## src/rtl/pipe_stall_ctrl_if.sv

```systemverilog
// pipe_stall_ctrl_if
//   StallBus bundle between the stage stall requesters and the central stall
//   scheduler.
//   Ports (signals):
//     stallreq_if      IF not ready (inst SRAM wait)
//     stallreq_id      ID load-use hazard
//     stallreq_ex      EX multi-cycle op in progress
//     stall[5:0]       [0]PC [1]IF [2]ID [3]EX [4]MEM [5]WB, 1=Stop
//     stall_src[1:0]   registered winning source
//     busy_cnt         consecutive EX_BUSY cycles, saturating
//     stall_timeout    sticky EX watchdog flag
//     perf_stall_cyc   cycles with any stall (zero unless perf counters built)
//     perf_bubble_cnt  load-use bubbles inserted (zero unless perf counters built)
//   Modports: master = requesters/observers, slave = stall scheduler.
interface pipe_stall_ctrl_if #(
    parameter int CNT_W = 7
);
    logic             stallreq_if;
    logic             stallreq_id;
    logic             stallreq_ex;
    logic [5:0]       stall;
    logic [1:0]       stall_src;
    logic [CNT_W-1:0] busy_cnt;
    logic             stall_timeout;
    logic [31:0]      perf_stall_cyc;
    logic [31:0]      perf_bubble_cnt;

    modport master (
        output stallreq_if, stallreq_id, stallreq_ex,
        input  stall, stall_src, busy_cnt, stall_timeout,
               perf_stall_cyc, perf_bubble_cnt
    );

    modport slave (
        input  stallreq_if, stallreq_id, stallreq_ex,
        output stall, stall_src, busy_cnt, stall_timeout,
               perf_stall_cyc, perf_bubble_cnt
    );
endinterface

```

## src/rtl/pipe_stall_ctrl.sv

```systemverilog
// pipe_stall_ctrl
//   Central stall scheduler for the 5-stage core. Merges IF/ID/EX stall
//   requests into the StallBus (deepest requesting stage wins), records the
//   winner, counts consecutive EX-busy cycles and raises a sticky watchdog.
//   Optional performance counters are built when PIPE_STALL_PERF_EN is defined.
//   Ports:
//     clk   core clock, rising edge
//     rst   asynchronous reset, active-high
//     bus   pipe_stall_ctrl_if.slave (requests in, StallBus/status out)
//   Parameters:
//     EX_MAX_CYC  consecutive EX-busy cycles before the watchdog fires
//     CNT_W       busy counter width, must hold EX_MAX_CYC
//
//   state     | meaning
//   ----------+------------------------------------------
//   RUN       | no stall requested last cycle
//   IF_WAIT   | IF won last cycle (inst SRAM wait)
//   ID_BUBBLE | ID won last cycle (load-use bubble)
//   EX_BUSY   | EX won last cycle (multi-cycle ALU op)
module pipe_stall_ctrl #(
    parameter int EX_MAX_CYC = 64,
    parameter int CNT_W      = 7
) (
    input  logic              clk,
    input  logic              rst,
    pipe_stall_ctrl_if.slave  bus
);
    typedef enum logic [1:0] {
        RUN       = 2'd0,
        IF_WAIT   = 2'd1,
        ID_BUBBLE = 2'd2,
        EX_BUSY   = 2'd3
    } state_t;

    localparam logic [CNT_W-1:0] CNT_MAX = '1;
    localparam logic [CNT_W-1:0] EX_MAX  = CNT_W'(EX_MAX_CYC);

    state_t           state_q, state_d;
    logic [CNT_W-1:0] busy_cnt_q, busy_cnt_d;
    logic             timeout_q, timeout_d;
    logic [5:0]       stall_w;

    always_ff @(posedge clk or posedge rst) begin
        if (rst) begin
            state_q    <= RUN;
            busy_cnt_q <= '0;
            timeout_q  <= 1'b0;
        end else begin
            state_q    <= state_d;
            busy_cnt_q <= busy_cnt_d;
            timeout_q  <= timeout_d;
        end
    end

    always_comb begin
        state_d    = RUN;
        stall_w    = 6'b000000;
        busy_cnt_d = '0;
        if (bus.stallreq_ex) begin
            state_d = EX_BUSY;
            stall_w = 6'b001111;
        end else if (bus.stallreq_id) begin
            state_d = ID_BUBBLE;
            stall_w = 6'b000111;
        end else if (bus.stallreq_if) begin
            state_d = IF_WAIT;
            stall_w = 6'b000011;
        end
        if (state_d == EX_BUSY) begin
            busy_cnt_d = (busy_cnt_q == CNT_MAX) ? busy_cnt_q : busy_cnt_q + CNT_W'(1);
        end
        // Watchdog only flags; the EX request keeps being obeyed.
        timeout_d = timeout_q | (busy_cnt_d == EX_MAX);
    end

    // Gated by rst so every stage is released the moment reset asserts.
    assign bus.stall         = rst ? 6'b000000 : stall_w;
    assign bus.stall_src     = state_q;
    assign bus.busy_cnt      = busy_cnt_q;
    assign bus.stall_timeout = timeout_q;

`ifdef PIPE_STALL_PERF_EN
    logic [31:0] perf_stall_q, perf_stall_d;
    logic [31:0] perf_bubble_q, perf_bubble_d;

    always_comb begin
        perf_stall_d  = perf_stall_q;
        perf_bubble_d = perf_bubble_q;
        if (stall_w != 6'b000000) perf_stall_d  = perf_stall_q + 32'd1;
        if (state_d == ID_BUBBLE) perf_bubble_d = perf_bubble_q + 32'd1;
    end

    always_ff @(posedge clk or posedge rst) begin
        if (rst) begin
            perf_stall_q  <= '0;
            perf_bubble_q <= '0;
        end else begin
            perf_stall_q  <= perf_stall_d;
            perf_bubble_q <= perf_bubble_d;
        end
    end

    assign bus.perf_stall_cyc  = perf_stall_q;
    assign bus.perf_bubble_cnt = perf_bubble_q;
`else
    assign bus.perf_stall_cyc  = 32'h0;
    assign bus.perf_bubble_cnt = 32'h0;
`endif
endmodule
```

## src/flat_wrapper.sv

```systemverilog
// flat-port wrapper written by rule: the top's interface ports become plain ports
module pipe_stall_ctrl_flat 
#(
    parameter int EX_MAX_CYC = 64,
    parameter int CNT_W      = 7
)
  (clk, rst, bus_stallreq_if, bus_stallreq_id, bus_stallreq_ex, bus_stall, bus_stall_src, bus_busy_cnt, bus_stall_timeout, bus_perf_stall_cyc, bus_perf_bubble_cnt);
  pipe_stall_ctrl_if #(.CNT_W(CNT_W)) bus_i ();
  input  logic clk;
  input  logic rst;
  input wire logic [$bits(bus_i.stallreq_if)-1:0] bus_stallreq_if;
  input wire logic [$bits(bus_i.stallreq_id)-1:0] bus_stallreq_id;
  input wire logic [$bits(bus_i.stallreq_ex)-1:0] bus_stallreq_ex;
  output wire logic [$bits(bus_i.stall)-1:0] bus_stall;
  output wire logic [$bits(bus_i.stall_src)-1:0] bus_stall_src;
  output wire logic [$bits(bus_i.busy_cnt)-1:0] bus_busy_cnt;
  output wire logic [$bits(bus_i.stall_timeout)-1:0] bus_stall_timeout;
  output wire logic [$bits(bus_i.perf_stall_cyc)-1:0] bus_perf_stall_cyc;
  output wire logic [$bits(bus_i.perf_bubble_cnt)-1:0] bus_perf_bubble_cnt;
  assign bus_i.stallreq_if = bus_stallreq_if;
  assign bus_i.stallreq_id = bus_stallreq_id;
  assign bus_i.stallreq_ex = bus_stallreq_ex;
  assign bus_stall = bus_i.stall;
  assign bus_stall_src = bus_i.stall_src;
  assign bus_busy_cnt = bus_i.busy_cnt;
  assign bus_stall_timeout = bus_i.stall_timeout;
  assign bus_perf_stall_cyc = bus_i.perf_stall_cyc;
  assign bus_perf_bubble_cnt = bus_i.perf_bubble_cnt;
  pipe_stall_ctrl #(.EX_MAX_CYC(EX_MAX_CYC), .CNT_W(CNT_W)) u_core (.clk(clk), .rst(rst), .bus(bus_i));
endmodule
```

## config.mk

```make
export PLATFORM = sky130hd
export DESIGN_NAME = pipe_stall_ctrl_flat
export DESIGN_NICKNAME = d
export VERILOG_FILES = /design/src/rtl/pipe_stall_ctrl_if.sv /design/src/rtl/pipe_stall_ctrl.sv /design/src/flat_wrapper.sv
export SDC_FILE = /design/constraint.sdc
export NUM_CORES = 1
export LEC_CHECK = 0
export CORE_AREA = 2 2 61 63
export DETAILED_ROUTE_END_ITERATION = 8
export DIE_AREA = 0 0 63 65
export PLACE_DENSITY = 0.77
export SLEW_MARGIN = 10
export SYNTH_ARGS = -nofsm -noshare
export SYNTH_HDL_FRONTEND = slang
export SYNTH_SLANG_ARGS = --single-unit
```

## constraint.sdc

```tcl
create_clock -name clk -period 2 [get_ports clk]
set_input_delay 0.6 -clock clk [delete_from_list [all_inputs] [get_ports clk]]
set_output_delay 0.6 -clock clk [all_outputs]
set_load 0.01 [all_outputs]
```

; ---- After elaboration in Yosys (flattened, before gate mapping)
; Index checks and enable logic that the tools add are counted.
[op_classes]
addsub = 1
n_eq_ne = 3
n_mux = 9
bitwise_logic = 1
[op_table]
columns = op, count
row1 = $mux 6, 3
row2 = $eq 7x7->1 const B, 2
row3 = $mux 7, 2
row4 = $add 7x1->7 const B, 1
row5 = $mux 2, 3
row6 = $eq 2x2->1 const B, 1
row7 = $mux 1, 1
row8 = $or 1x1->1, 1
[word_totals]
regBits = 10
output_inout_bits = 80
elab_cells = 17

; ---- Depth between registers and ports, before layout
[depth]
depth_word = 7
ltp_mapped = 5
depth_no_buf = 5

; ---- Least setup slack after synthesis
; Ideal clock, no wire load.
[synth_path]
path_type = input to output
startpoint = input port bus_stallreq_ex
endpoint = output port bus_stall[1]
t_arrival_ns = 1.359
path_stages = 4
required_time_ns = 1.400
setup_slack_ns = 0.041
cell_sequence = clkbuf_1 -> or2_1 -> o21a_1 -> buf_4
[synth_via]
elab_chain_len = 2
[synth_lines]
columns = element, line_no
row1 = start: declaration, flat_wrapper.sv:13  ; input wire logic [$bits(bus_i.stallreq_ex)-1:0] bus_stallreq_ex;
row2 = $mux 6, pipe_stall_ctrl.sv:59  ; if (bus.stallreq_ex) begin
row3 = $mux 6, pipe_stall_ctrl.sv:77  ; assign bus.stall = rst ? 6'b000000 : stall_w;
row4 = end: declaration, flat_wrapper.sv:14  ; output wire logic [$bits(bus_i.stall)-1:0] bus_stall;
; No other way between the ends.

; ---- Worst setup path in the final report
[layout_path]
startpoint = input port bus_stallreq_if
endpoint = output port bus_stall[1]
[layout_via]
elab_chain_len = 4
[layout_lines]
columns = element, line_no
row1 = start: declaration, flat_wrapper.sv:11  ; input wire logic [$bits(bus_i.stallreq_if)-1:0] bus_stallreq_if;
row2 = $mux 2, pipe_stall_ctrl.sv:65  ; end else if (bus.stallreq_if) begin
row3 = $mux 6, pipe_stall_ctrl.sv:62  ; end else if (bus.stallreq_id) begin
row4 = $mux 6, pipe_stall_ctrl.sv:59
row5 = $mux 6, pipe_stall_ctrl.sv:77
; No other way between the ends.

==> flow_summary_export.csv <==
group,metric,value,unit
status,status,"complete, no violations",
detailed_routing,wirelength,1.506,mm
sta,slew_viol_final,0,
setup_path,r2r_start,"u_core.bus.busy_cnt[0]",
die,die_h,65,microns
detailed_routing,drtAntennaViolNets,0,
synth,synth_top_area_share,46.47,%
setup_path,startpoint_type,"input port",
clock_network,cts_root_buffer,"clkbuf_4",
place,gp_congestion,0.7813,
synth,yosys_most_used_dff,"dfrtp_1",
synth,async_flop_share,100.0,%
power_and_ir_drop,power.share.clock,34.3,%
clock_network,cts-buffers-inserted,3,
detailed_routing,vias,685,
detailed_routing,drc,0,
synth,ys_seq_area_share,23.12,%
die,io_pins,85,
power_and_ir_drop,p_int,0.3575,mW
hold_path,worstHoldStart,"u_core.bus.stall_timeout",
cells_and_area,areaGrowthSynthToFinish,0.8096,%
power_and_ir_drop,p_leak,0.5629,nW
synth,synth-edff-count,0,
detailed_routing,drt-initial-drc-count,15,
die,die_w,63,microns
die,start_util,30.96,%
sta,hold_viol_final,0,
die,row_count,22,
power_and_ir_drop,swShare,31.22,%
setup_path,critPathKind,"input port to output pin",
setup_path,arrival,1.36,ns
sta,setup_violations,0,
cells_and_area,drive_above_1_share,11.41,%
sta,setup_tns,0,ns
power_and_ir_drop,seq_power_share,41.7,%
clock_network,cts_tree,"done",
synth,netlist_top_cells_area,"buf_4, dfrtp_1, and2_1",
place,dp_hpwl,1.293,mm
die,die-area,4095,sq um
cells_and_area,final_nets,156,
global_routing,grt_pass1_wl,2.166,mm
place,port-buffer-count,18,
power_and_ir_drop,switching_power,0.1623,mW
global_routing,grt_pass1_vias,530,
power_and_ir_drop,powerDensity,476.4,nW/um^2
sta,rsz0062_at_grt,"no",
setup_path,worstSetupStartpoint,"bus_stallreq_if",
setup_path,cp.required,1.40,ns
clock_network,cts.sinks,10,
setup_path,worst_setup_path_end_kind,"output pin",
synth,synth_top_cell_by_area,"buf_4",
die,core_area,3496,sq um
synth,ys_ff_latch,10,
clock_network,clockBufferDepth,2,
global_routing,grt_overflow,0,
synth,synthCells,128,
synth,synth.cell_area,1082,sq um
setup_path,worstPathMaxFanout,2,
detailed_routing,vias_per_cell,3.477,
sta,clock_skew,0.001706,ns
global_routing,grt_max_degree,11,
job,cap_violations,0,
power_and_ir_drop,combPwrFrac,24.0,%
power_and_ir_drop,max-vdd-ir-drop,0.2450,mV
synth,syn_area_per_cell,8.455,sq um
detailed_routing,routedWlPerCell,7.645,microns
synth,synth_cell_types,35,
global_routing,track_usage,6.635,%
sta,hold-worst-slack,0.4701,ns
synth,synth_warnings,0,
cells_and_area,n_antenna_cell,0,
global_routing,antenna_found_initial,0,
sta,layout_min_cycle_time,1.955,ns
detailed_routing,first_pass_iters,4,
clock_network,clkSlewWorstSetupHoldPaths,0.07,ns
sta,max_freq,511.4,MHz
hold_path,hp-class,"register to register",
sta,finalCritPeriodShare,97.77,%
clock_network,htreeDepth,1,
clock_network,worstSkewPairLatency,0.26,ns
-- flip-flops by register name (all words and copies together) (netlist names) --
| signal | flops |
|---|---|
| u_core.bus.stall_timeout | 1 |
| u_core.bus.stall_src | 2 |
| u_core.bus.busy_cnt | 7 |
-- path summary, 6_finish.rpt --
| kind | to | cells after the start | slack [ns] |
|---|---|---|---|
| setup / recovery | bus_stall[1] | 3 | 0.04 |
| hold / removal | u_core.bus.stall_timeout | 2 | 0.47 |
| setup reg to reg | u_core.bus.stall_timeout | 5 | 0.37 |
| hold reg to reg | u_core.bus.stall_timeout | 2 | 0.47 |
| max in group asynchronous | u_core.bus.busy_cnt[3] | 3 | 1.36 |
| min in group asynchronous | u_core.bus.stall_timeout | 3 | 0.48 |
-- cell type report --
class | count | area (sq um)
Fill cell | 388 | 2405
Timing Repair Buffer | 22 | 190.2
Tap cell | 48 | 60.06
Multi-Input combinational cell | 110 | 541.8
Sequential cell | 10 | 251.5
Clock buffer | 4 | 36.28
Inverter | 3 | 11.26
-- synth_stat cells, types with 2 or more instances --
cell type	number
nand4_1	2
o21ai_0	2
inv_1	3
mux2i_1	2
nand2_1	4
dfrtp_1	10
nor2b_1	3
nor2_1	5
and2_1	4
o21a_1	2
buf_4	67
-- metal layers --
metal | global-route usage (%) | up-vias | wire length (microns)
met5 | 0 | - | 0
met4 | 3.333 | 0 | 19
met3 | 1.563 | 4 | 171
met2 | 12.37 | 52 | 768
met1 | 6.930 | 305 | 547
li1 | - | 324 | -
-- cells by family after synthesis --
kind of cell,count (synthesis),synth area share [%]
buf+inv,73,49.36
simple gates,27,14.22
compound gates,13,9.133
flops,10,23.12
mux,2,1.850
fa+ha+maj,1,1.156
other cells,1,0.3465
xor+xnor,1,0.8094
-- placed cells by master (no fill, tap or decap), drive strengths merged, types with 2 or more instances in the layout --
cell / n
inv: 3
mux2i: 2
o21a: 2
dfrtp: 10
nor2: 5
o21ai: 3
clkdlybuf4s15: 2
nor2b: 3
conb: 66
nand4: 2
clkbuf: 5
buf: 7
and2: 4
nand2: 4
and3: 2
clkdlybuf4s50: 11
a21boi: 2
-- critical path, cell delays in order --
cell	delay, ns
clkdlybuf4s50_1	0.42
o21a_1	0.20
buf_2	0.14
-- what timing repair did --
action,4_1_cts,5_1_grt
endpoints found under the setup margin,4,3
setup buffers,0,0
pin swaps,2,2
hold buffers,0,0
resized for setup,21,2
gates cloned,0,0
-- metrics by stage --
stage | cells | utilization, % | setup slack [ns] | instance area, sq um | power [mW]
after floorplan | 193 | - | 0.04141 | 1326 | 0.4024
after global placement | 193 | 30.71 | -0.5179 | 1074 | 0.3490
after detailed placement | 193 | 30.71 | -0.5337 | 1074 | 0.3513
after CTS | 197 | 31.32 | 0.01911 | 1095 | 0.5294
after global routing | 197 | 31.21 | 0.002332 | 1091 | 0.5486
final | 197 | 31.21 | 0.04470 | 1091 | 0.5198
-- power groups by stage --
stage | combinational, mW | sequential (mW) | clock (mW)
final | 0.125 | 0.217 | 0.178
after global routing | 0.139 | 0.218 | 0.191
after CTS | 0.124 | 0.217 | 0.188
after detailed placement | 0.130 | 0.221 | 0
after global placement | 0.129 | 0.220 | 0
after floorplan | 0.180 | 0.222 | 0
(Power assumes the default switching activity.)
